File: src/rtl/eot_gen_cfg_if.sv
// eot_gen_cfg_if: config, input-stream and output-stream signals of the
// end-of-transaction tagger.
// The master side drives config and input beats and consumes output beats.
// The slave side is the tagger itself.
// Optional: define EOT_GEN_CHECK_EN to carry the upstream batch-end marker
// din_last alongside each input beat.
interface eot_gen_cfg_if #(
    parameter int W_DATA      = 8,
    parameter int MAX_WIDTH   = 24,
    parameter int MAX_HEIGHT  = 24,
    parameter int MAX_WINDOWS = 1024
);
    localparam int W_X = $clog2(MAX_WIDTH);
    localparam int W_Y = $clog2(MAX_HEIGHT);
    localparam int W_N = $clog2(MAX_WINDOWS);

    // Config handshake
    logic              cfg_valid;
    logic              cfg_ready;
    logic [W_X-1:0]    cfg_width_m1;
    logic [W_Y-1:0]    cfg_height_m1;
    logic [W_N-1:0]    cfg_nwin_m1;

    // Input stream
    logic              din_valid;
    logic              din_ready;
    logic [W_DATA-1:0] din_data;
`ifdef EOT_GEN_CHECK_EN
    logic              din_last;
`endif

    // Output stream
    logic              dout_valid;
    logic              dout_ready;
    logic [W_DATA-1:0] dout_data;
    logic [2:0]        dout_eot;

`ifdef EOT_GEN_CHECK_EN
    modport master (
        output cfg_valid, cfg_width_m1, cfg_height_m1, cfg_nwin_m1,
        input  cfg_ready,
        output din_valid, din_data, din_last,
        input  din_ready,
        input  dout_valid, dout_data, dout_eot,
        output dout_ready
    );

    modport slave (
        input  cfg_valid, cfg_width_m1, cfg_height_m1, cfg_nwin_m1,
        output cfg_ready,
        input  din_valid, din_data, din_last,
        output din_ready,
        output dout_valid, dout_data, dout_eot,
        input  dout_ready
    );
`else
    modport master (
        output cfg_valid, cfg_width_m1, cfg_height_m1, cfg_nwin_m1,
        input  cfg_ready,
        output din_valid, din_data,
        input  din_ready,
        input  dout_valid, dout_data, dout_eot,
        output dout_ready
    );

    modport slave (
        input  cfg_valid, cfg_width_m1, cfg_height_m1, cfg_nwin_m1,
        output cfg_ready,
        input  din_valid, din_data,
        output din_ready,
        output dout_valid, dout_data, dout_eot,
        input  dout_ready
    );
`endif

endinterface

File: src/rtl/eot_gen_cfg.sv
// eot_gen_cfg: runtime-configurable end-of-transaction tagger.
// Passes a beat stream through a one-entry registered output stage.
// Each beat is tagged with a 3-level EOT: [0] row end, [1] window end,
// [2] batch end.
// Window width/height and windows-per-batch are loaded once per batch over
// the config handshake while idle.
// Optional: define EOT_GEN_CHECK_EN to add a din_last input (on the
// interface) and a sticky err output that flags din_last != batch end.
module eot_gen_cfg #(
    parameter int W_DATA      = 8,
    parameter int MAX_WIDTH   = 24,
    parameter int MAX_HEIGHT  = 24,
    parameter int MAX_WINDOWS = 1024
) (
    input  logic         clk,
    input  logic         rst,
    eot_gen_cfg_if.slave bus,
    output logic         busy
`ifdef EOT_GEN_CHECK_EN
    ,
    output logic         err
`endif
);

    localparam int W_X = $clog2(MAX_WIDTH);
    localparam int W_Y = $clog2(MAX_HEIGHT);
    localparam int W_N = $clog2(MAX_WINDOWS);

    typedef enum logic [1:0] {
        IDLE  = 2'd0,
        RUN   = 2'd1,
        DRAIN = 2'd2
    } state_t;

    state_t            state_q, state_d;

    // Batch geometry latched at the config handshake
    logic [W_X-1:0]    width_m1_q,  width_m1_d;
    logic [W_Y-1:0]    height_m1_q, height_m1_d;
    logic [W_N-1:0]    nwin_m1_q,   nwin_m1_d;

    // Position of the next accepted beat inside the batch
    logic [W_X-1:0]    x_q, x_d;
    logic [W_Y-1:0]    y_q, y_d;
    logic [W_N-1:0]    n_q, n_d;

    // One-entry output register
    logic              dout_valid_q, dout_valid_d;
    logic [W_DATA-1:0] dout_data_q,  dout_data_d;
    logic [2:0]        dout_eot_q,   dout_eot_d;

    logic              cfg_ready;
    logic              din_ready;
    logic              cfg_fire;
    logic              din_fire;
    logic              dout_fire;
    logic              e0, e1, e2;

    assign cfg_fire  = bus.cfg_valid & cfg_ready;
    assign din_fire  = bus.din_valid & din_ready;
    assign dout_fire = dout_valid_q & bus.dout_ready;

    // Tags come from the pre-increment counters; each level is gated by the
    // level below so the implication e2 -> e1 -> e0 holds by construction.
    assign e0 = (x_q == width_m1_q);
    assign e1 = e0 & (y_q == height_m1_q);
    assign e2 = e1 & (n_q == nwin_m1_q);

    // FSM state register
    always_ff @(posedge clk or posedge rst) begin
        // NOTE: clocked state uses non-blocking assignments so every register
        // samples the pre-edge values of its peers regardless of block order.
        if (rst) begin
            state_q <= IDLE;
        end else begin
            state_q <= state_d;
        end
    end

    // FSM next-state: config starts a batch, the batch-end beat starts the
    // drain, and the drain ends when that beat leaves the output register.
    always_comb begin
        // NOTE: the default assignment first keeps every path assigned, so no
        // latch is inferred when a branch leaves the state unchanged.
        state_d = state_q;
        unique case (state_q)
            IDLE:    if (cfg_fire)        state_d = RUN;
            RUN:     if (din_fire && e2)  state_d = DRAIN;
            DRAIN:   if (dout_fire)       state_d = IDLE;
            default:                      state_d = IDLE;
        endcase
    end

    // FSM outputs: handshake readies and the busy status
    always_comb begin
        cfg_ready = 1'b0;
        din_ready = 1'b0;
        busy      = 1'b0;
        unique case (state_q)
            IDLE: begin
                cfg_ready = 1'b1;
            end
            RUN: begin
                // Accept whenever the output slot is empty or emptying now,
                // which gives one beat per cycle with no bubbles.
                din_ready = !dout_valid_q || bus.dout_ready;
                busy      = 1'b1;
            end
            DRAIN: begin
                busy      = 1'b1;
            end
            default: begin
                cfg_ready = 1'b0;
            end
        endcase
    end

    assign bus.cfg_ready = cfg_ready;
    assign bus.din_ready = din_ready;

    // Config next-state: capture geometry only on the config handshake
    always_comb begin
        width_m1_d  = width_m1_q;
        height_m1_d = height_m1_q;
        nwin_m1_d   = nwin_m1_q;
        if (cfg_fire) begin
            width_m1_d  = bus.cfg_width_m1;
            height_m1_d = bus.cfg_height_m1;
            nwin_m1_d   = bus.cfg_nwin_m1;
        end
    end

    // Config registers
    always_ff @(posedge clk or posedge rst) begin
        if (rst) begin
            width_m1_q  <= '0;
            height_m1_q <= '0;
            nwin_m1_q   <= '0;
        end else begin
            width_m1_q  <= width_m1_d;
            height_m1_q <= height_m1_d;
            nwin_m1_q   <= nwin_m1_d;
        end
    end

    // Counter next-state: cleared per batch, nested wrap on each accepted beat
    always_comb begin
        x_d = x_q;
        y_d = y_q;
        n_d = n_q;
        if (cfg_fire) begin
            x_d = '0;
            y_d = '0;
            n_d = '0;
        end else if (din_fire) begin
            x_d = e0 ? '0 : x_q + W_X'(1);
            if (e0) begin
                y_d = e1 ? '0 : y_q + W_Y'(1);
            end
            if (e1) begin
                n_d = e2 ? '0 : n_q + W_N'(1);
            end
        end
    end

    // Position counters
    always_ff @(posedge clk or posedge rst) begin
        if (rst) begin
            x_q <= '0;
            y_q <= '0;
            n_q <= '0;
        end else begin
            x_q <= x_d;
            y_q <= y_d;
            n_q <= n_d;
        end
    end

    // Output register next-state: a new beat overwrites the slot (also when
    // the old beat drains in the same cycle); otherwise data and tags hold
    // and only the valid flag drops once the beat is taken.
    always_comb begin
        dout_valid_d = dout_valid_q;
        dout_data_d  = dout_data_q;
        dout_eot_d   = dout_eot_q;
        if (din_fire) begin
            dout_valid_d = 1'b1;
            dout_data_d  = bus.din_data;
            dout_eot_d   = {e2, e1, e0};
        end else if (dout_fire) begin
            dout_valid_d = 1'b0;
        end
    end

    // Output register; reset clears it immediately, discarding any held beat
    always_ff @(posedge clk or posedge rst) begin
        if (rst) begin
            dout_valid_q <= 1'b0;
            dout_data_q  <= '0;
            dout_eot_q   <= '0;
        end else begin
            dout_valid_q <= dout_valid_d;
            dout_data_q  <= dout_data_d;
            dout_eot_q   <= dout_eot_d;
        end
    end

    assign bus.dout_valid = dout_valid_q;
    assign bus.dout_data  = dout_data_q;
    assign bus.dout_eot   = dout_eot_q;

`ifdef EOT_GEN_CHECK_EN
    logic err_q, err_d;

    // Check next-state: a new batch clears the flag, any beat whose upstream
    // marker disagrees with the computed batch end sets it until then.
    always_comb begin
        err_d = err_q;
        if (cfg_fire) begin
            err_d = 1'b0;
        end else if (din_fire && (bus.din_last != e2)) begin
            err_d = 1'b1;
        end
    end

    // Sticky mismatch flag
    always_ff @(posedge clk or posedge rst) begin
        if (rst) begin
            err_q <= 1'b0;
        end else begin
            err_q <= err_d;
        end
    end

    assign err = err_q;
`endif

endmodule

File: src/flat_wrapper.sv
// flat-port wrapper written by rule: the top's interface ports become plain ports
module eot_gen_cfg_flat 
#(
    parameter int W_DATA      = 8,
    parameter int MAX_WIDTH   = 24,
    parameter int MAX_HEIGHT  = 24,
    parameter int MAX_WINDOWS = 1024
)
  (clk, rst, busy, bus_cfg_valid, bus_cfg_width_m1, bus_cfg_height_m1, bus_cfg_nwin_m1, bus_cfg_ready, bus_din_valid, bus_din_data, bus_din_ready, bus_dout_valid, bus_dout_data, bus_dout_eot, bus_dout_ready);
  eot_gen_cfg_if #(.W_DATA(W_DATA), .MAX_WIDTH(MAX_WIDTH), .MAX_HEIGHT(MAX_HEIGHT), .MAX_WINDOWS(MAX_WINDOWS)) bus_i ();
  input  logic clk;
  input  logic rst;
  output logic busy;
  input wire logic [$bits(bus_i.cfg_valid)-1:0] bus_cfg_valid;
  input wire logic [$bits(bus_i.cfg_width_m1)-1:0] bus_cfg_width_m1;
  input wire logic [$bits(bus_i.cfg_height_m1)-1:0] bus_cfg_height_m1;
  input wire logic [$bits(bus_i.cfg_nwin_m1)-1:0] bus_cfg_nwin_m1;
  output wire logic [$bits(bus_i.cfg_ready)-1:0] bus_cfg_ready;
  input wire logic [$bits(bus_i.din_valid)-1:0] bus_din_valid;
  input wire logic [$bits(bus_i.din_data)-1:0] bus_din_data;
  output wire logic [$bits(bus_i.din_ready)-1:0] bus_din_ready;
  output wire logic [$bits(bus_i.dout_valid)-1:0] bus_dout_valid;
  output wire logic [$bits(bus_i.dout_data)-1:0] bus_dout_data;
  output wire logic [$bits(bus_i.dout_eot)-1:0] bus_dout_eot;
  input wire logic [$bits(bus_i.dout_ready)-1:0] bus_dout_ready;
  assign bus_i.cfg_valid = bus_cfg_valid;
  assign bus_i.cfg_width_m1 = bus_cfg_width_m1;
  assign bus_i.cfg_height_m1 = bus_cfg_height_m1;
  assign bus_i.cfg_nwin_m1 = bus_cfg_nwin_m1;
  assign bus_cfg_ready = bus_i.cfg_ready;
  assign bus_i.din_valid = bus_din_valid;
  assign bus_i.din_data = bus_din_data;
  assign bus_din_ready = bus_i.din_ready;
  assign bus_dout_valid = bus_i.dout_valid;
  assign bus_dout_data = bus_i.dout_data;
  assign bus_dout_eot = bus_i.dout_eot;
  assign bus_i.dout_ready = bus_dout_ready;
  eot_gen_cfg #(.W_DATA(W_DATA), .MAX_WIDTH(MAX_WIDTH), .MAX_HEIGHT(MAX_HEIGHT), .MAX_WINDOWS(MAX_WINDOWS)) u_core (.clk(clk), .rst(rst), .bus(bus_i), .busy(busy));
endmodule
File: config.mk
export PLATFORM = sky130hd
export DESIGN_NAME = eot_gen_cfg_flat
export DESIGN_NICKNAME = d
export VERILOG_FILES = /design/src/rtl/eot_gen_cfg_if.sv /design/src/rtl/eot_gen_cfg.sv /design/src/flat_wrapper.sv
export SDC_FILE = /design/constraint.sdc
export NUM_CORES = 1
export LEC_CHECK = 0
export CAP_MARGIN = 20
export CORE_MARGIN = 5
export CORE_UTILIZATION = 43
export DETAILED_ROUTE_END_ITERATION = 6
export PLACE_DENSITY = 0.72
export SYNTH_ARGS = -nofsm -noshare
export SYNTH_HDL_FRONTEND = slang
export SYNTH_SLANG_ARGS = --single-unit
File: constraint.sdc
create_clock -name clk -period 5.2 [get_ports clk]
set_input_delay 0.78 -clock clk [delete_from_list [all_inputs] [get_ports clk]]
set_output_delay 0.78 -clock clk [all_outputs]
set_load 0.05 [all_outputs]
**Word-level counts from Yosys, hierarchy flattened**

Index checks and enable logic that the tools add are counted.

- Register bits: 54
- Input port bits: 33
- Output and inout bits: 15
- Logic and storage cells: 58

- Add/subtract/negate cells: 3
- Equal/unequal tests: 8
- Muxes and demuxes: 20
- Bitwise operators: 5
- Reductions and logical operators: 12

Operator list:

| kind | count |
|---|---|
| $mux W10 | 4 |
| $mux W5 | 7 |
| $add A10 B1 Y10 const B | 1 |
| $add A5 B1 Y5 const B | 2 |
| $eq A10 B10 Y1 | 1 |
| $eq A5 B5 Y1 | 2 |
| $reduce_bool A2 Y1 | 4 |
| $mux W2 | 3 |
| $ne A2 B1 Y1 const B | 3 |
| $pmux W2 S3 | 1 |
| $and A1 B1 Y1 | 5 |
| $mux W1 | 5 |
| $reduce_and A2 Y1 | 2 |
| $reduce_and A3 Y1 | 1 |
| $eq A2 B1 Y1 const B | 1 |
| $eq A2 B2 Y1 const B | 1 |
| $logic_not A2 Y1 | 1 |
| $reduce_or A2 Y1 | 1 |
| $logic_and A1 B1 Y1 | 1 |
| $logic_not A1 Y1 | 1 |
| $logic_or A1 B1 Y1 | 1 |

**Longest topological paths before layout**

- Depth in word-level cells: 7
- Gate-level depth with buffers: 8
- Mapped depth without buffers: 7

**Worst setup path after synthesis**

OpenSTA, ideal clock, no wires.

- Kind: input-to-reg
- Start point: in bus_dout_ready
- End point: reg u_core.n_q[0]
- Setup time: 78 ps
- Data arrival time: 2,187 ps
- Required time: 5,122 ps
- Slack: 2,935 ps
- Stages: 6
- Buffers on the path: 1
- Cells stage by stage: nand2b_1 -> nand3_1 -> or3_1 -> buf_6 -> or4_1 -> a21oi_1

- Word-level cells in the longest chain between the ends: 5

RTL lines:

| element | RTL line | text |
|---|---|---|
| from (decl) | flat_wrapper.sv:25 | `input wire logic [$bits(bus_i.dout_ready)-1:0] bus_dout_ready;` |
| $logic_or A1 B1 Y1 | eot_gen_cfg.sv:106 | `din_ready = !dout_valid_q \|\| bus.dout_ready;` |
| $mux W1 | eot_gen_cfg.sv:99 | `unique case (state_q)` |
| $and A1 B1 Y1 | eot_gen_cfg.sv:60 | `assign din_fire = bus.din_valid & din_ready;` |
| $reduce_bool A2 Y1 (no source line) | -- |  |
| $reduce_and A2 Y1 (no source line) | -- |  |
| to (signal assigned) | eot_gen_cfg.sv:175 | `n_q <= n_d;` |
| to (decl) | eot_gen_cfg.sv:45 | `logic [W_N-1:0] n_q, n_d;` |

No other way between the ends.
A chain may end at the register's enable or synchronous reset.

**Final worst setup path**

- Start point: in bus_dout_ready
- End point: out bus_din_ready

- Word-level cells in the longest chain between the ends: 2

RTL lines:

| element | RTL line | text |
|---|---|---|
| $logic_or A1 B1 Y1 | eot_gen_cfg.sv:106 |  |
| $mux W1 | eot_gen_cfg.sv:99 |  |
| to (decl) | flat_wrapper.sv:21 | `output wire logic [$bits(bus_i.din_ready)-1:0] bus_din_ready;` |

No other way between the ends.

==> out/metrics.cfg <==
[run_status]
status = finished, final reports clean

[sta]
clock_skew_ps = 4.689
finalWorstSetupSlack_ps = 2093
min_period_ps = 3107
finalCritPeriodShare = 0.5976
setup_tns_ps = 0
hold_viol = 0
finalSetupViolations = 0
maxSlewViolCount = 0
tightest_slew_ps = 928.3
max_clock_freq_mhz = 321.8
rsz0062_at_grt = false
slew-limit-headroom = 0.3796

[clock_network]
clk_latency_ps = 300
cts_setup_buffers = 0
cts_buffers = 5
cts_tree = built
ctsHoldBuffers = 0
numClockSinks = 54
cts_buffer_depth = 2
clk_pin_slew_ps = 100
ctsHtreeMaxLevel = 2
clock_tree.root_cell = clkbuf_8
cts_repair_resize_count = 0

[worst_setup_path]
crit_fanout = 4
crit_path_max_incr_delay_ps = 790
crit_chain = clkdlybuf4s50_1, nand2b_1, and2_1, clkdlybuf4s50_1
crit_family = buffers and inverters
path_class = in -> out
crit_cells = 4
cp.arrival_ps = 2330
crit_path_start_kind = primary input
crit_top_cell = clkdlybuf4s50_1
crit_path_end_kind = primary output
crit_buf_inv = 2
required_ps = 4420
crit_slowest_cell = clkdlybuf4s50_1
reg2regPathDepth = 6

[synthesis]
synth_area_per_cell_um2 = 9.080
synth_edf_count = 0
synth.ff_latch_count = 54
ys_types = 40
synthesis.area_um2 = 2724
synth-async-reset-ratio = 1.000
syn_inst = 300
yosys_warnings = 0
synth_top_flop_cell = dfrtp_1
synthesis.nets = 340
ys_seq_area_frac = 0.4961

[floorplan]
fp.dieArea_um2 = 8026
start_util = 0.4364
die_h_um = 89.59
ioPinCount = 48
fp.coreArea_um2 = 6241
die_w_um = 89.59
num_rows = 29

[run]
drv_cap = 0

[cells_and_area]
n_fill_cell = 579
nNetsFinal = 385
multi_input_area_um2 = 1292
drive_gt1_frac = 0.04046
fin_util = 0.5399
area_growth_pct = 23.70
diodes = 0
regArea_um2 = 1351
final_common_cell = nand2_1
final_cell_mix = nand2_1, dfrtp_1, clkdlybuf4s50_1, xor2_1, nor2_1
fin_area_um2 = 3369

[detailed_routing]
detail_route.vias_per_cell = 5.184
drc_errors = 0
vias = 2193
wl_per_cell_um = 13.96
drt_iter0_drc = 182
drtAntennaViolNets = 0
totalWireLength_um = 5905
drt_pass1_iterations = 4

[place]
gp_congestion = 0.8126
io_buffers = 47
dpl_cell_area_um2 = 3259
dp_hpwl_um = 4206
dp_slack_ps = 1980

[min_path]
hold_class = reg -> reg
whs_path_depth = 2

[global_routing]
grt_overflow_total = 0
grt_start_max_net_pins = 55
antenna_found_initial = 0
grt_use_total = 0.1524
grt_pass1_wl_um = 9832
grt_pass1_vias = 2131

[power_and_ir_drop]
p_per_area_nw_per_um2 = 510.8
leakage_nw = 1.591
ir_worst_vdd_mv = 0.4028

==> synthesized netlist by cell type (4+ instances only) <==
| master | n | area [µm²] |
|---|---|---|
| nor3_1 | 6 | 30.03 |
| o21ai_0 | 8 | 40.04 |
| xor2_1 | 18 | 157.7 |
| nand3_1 | 10 | 50.05 |
| nor3b_1 | 4 | 30.03 |
| clkbuf_1 | 9 | 33.78 |
| a21oi_1 | 4 | 20.02 |
| nand2_1 | 98 | 367.9 |
| and2_1 | 6 | 37.54 |
| xnor2_1 | 6 | 52.55 |
| a32o_1 | 6 | 60.06 |
| inv_1 | 7 | 26.28 |
| dfrtp_1 | 54 | 1351 |
| ha_1 | 7 | 87.58 |
| o211ai_1 | 5 | 37.54 |
| nor4_1 | 4 | 25.02 |
| nor2_1 | 11 | 41.29 |
| nand4_1 | 5 | 31.28 |
| and3_1 | 4 | 25.02 |
==> power by group <==
part | total, mW | switching [mW] | internal (mW)
Clock | 0.280 | 0.136 | 0.144
Sequential | 0.657 | 0.102 | 0.555
Combinational | 0.784 | 0.504 | 0.279
==> metal layers <==
layer | vias up | GRT usage | part of all wire
met5 | - | 0 | 0
met4 | 0 | 0.05277 | 0.012
met3 | 8 | 0.01825 | 0.051
met2 | 69 | 0.2560 | 0.48
met1 | 1017 | 0.2036 | 0.46
li1 | 1099 | - | -
==> metrics by stage <==
stage                     power [mW]  cells  hold slack [ps]
after floorplan                1.216    300            465.2
after global placement         1.436    415            456.9
after detailed placement       1.455    415            465.4
after CTS                      1.738    423            489.1
after global routing           1.844    423            497.4
final                          1.721    423            486.5
==> sequential cells by signal (all words and copies together) (netlist names) <==
register and count:
u_core.n_q 10, u_core.nwin_m1_q 10, u_core.bus.dout_data 8, u_core.height_m1_q 5
u_core.width_m1_q 5, u_core.x_q 5, u_core.y_q 5, u_core.bus.dout_eot 3
u_core.state_q 2, u_core.bus.dout_valid 1
==> worst register-to-register path: cells and delay by family, from the launching register on <==
family | cells | cell delay (ps)
adder cells (fa/ha/maj) | 1 | 220
buffers and inverters | 1 | 100
AND/OR/NAND/NOR | 3 | 1590
flip-flops | 1 | 400
AO/OA/AOI/OAI | 1 | 160
==> layout make-up <==
class,count,area share
tap,77,0.02859
timing repair buffer,50,0.1463
inverter,7,0.007798
multi-input combinational,227,0.3836
sequential,54,0.4010
clock inverter,2,0.01114
clock buffer,6,0.02154
==> worst paths after layout <==
check,from,endpoint,slack (ps)
worst max register to register,u_core.state_q[1]$_DFFE_PP0P_,u_core.n_q[0]$_DFFE_PP0P_,2660
max in group asynchronous,rst,u_core.n_q[2]$_DFFE_PP0P_,3770
worst min-delay path,u_core.bus.dout_data[1]$_DFFE_PP0P_,u_core.bus.dout_data[1]$_DFFE_PP0P_,490
min in group asynchronous,rst,u_core.bus.dout_data[0]$_DFFE_PP0P_,970
worst min register to register,u_core.bus.dout_data[1]$_DFFE_PP0P_,u_core.bus.dout_data[1]$_DFFE_PP0P_,490
worst max-delay path,bus_dout_ready,bus_din_ready,2090
==> cell families after synthesis <==
group | synth area share
AOI/OAI and AO/OA | 0.08866
xor gates and xnor gates | 0.07717
and+or+nand+nor | 0.2646
adders and majority gates | 0.03215
muxes | 0.01194
DFF | 0.4961
buffers and inverters | 0.02940
No activity file was read; power rests on OpenSTA's default activity.
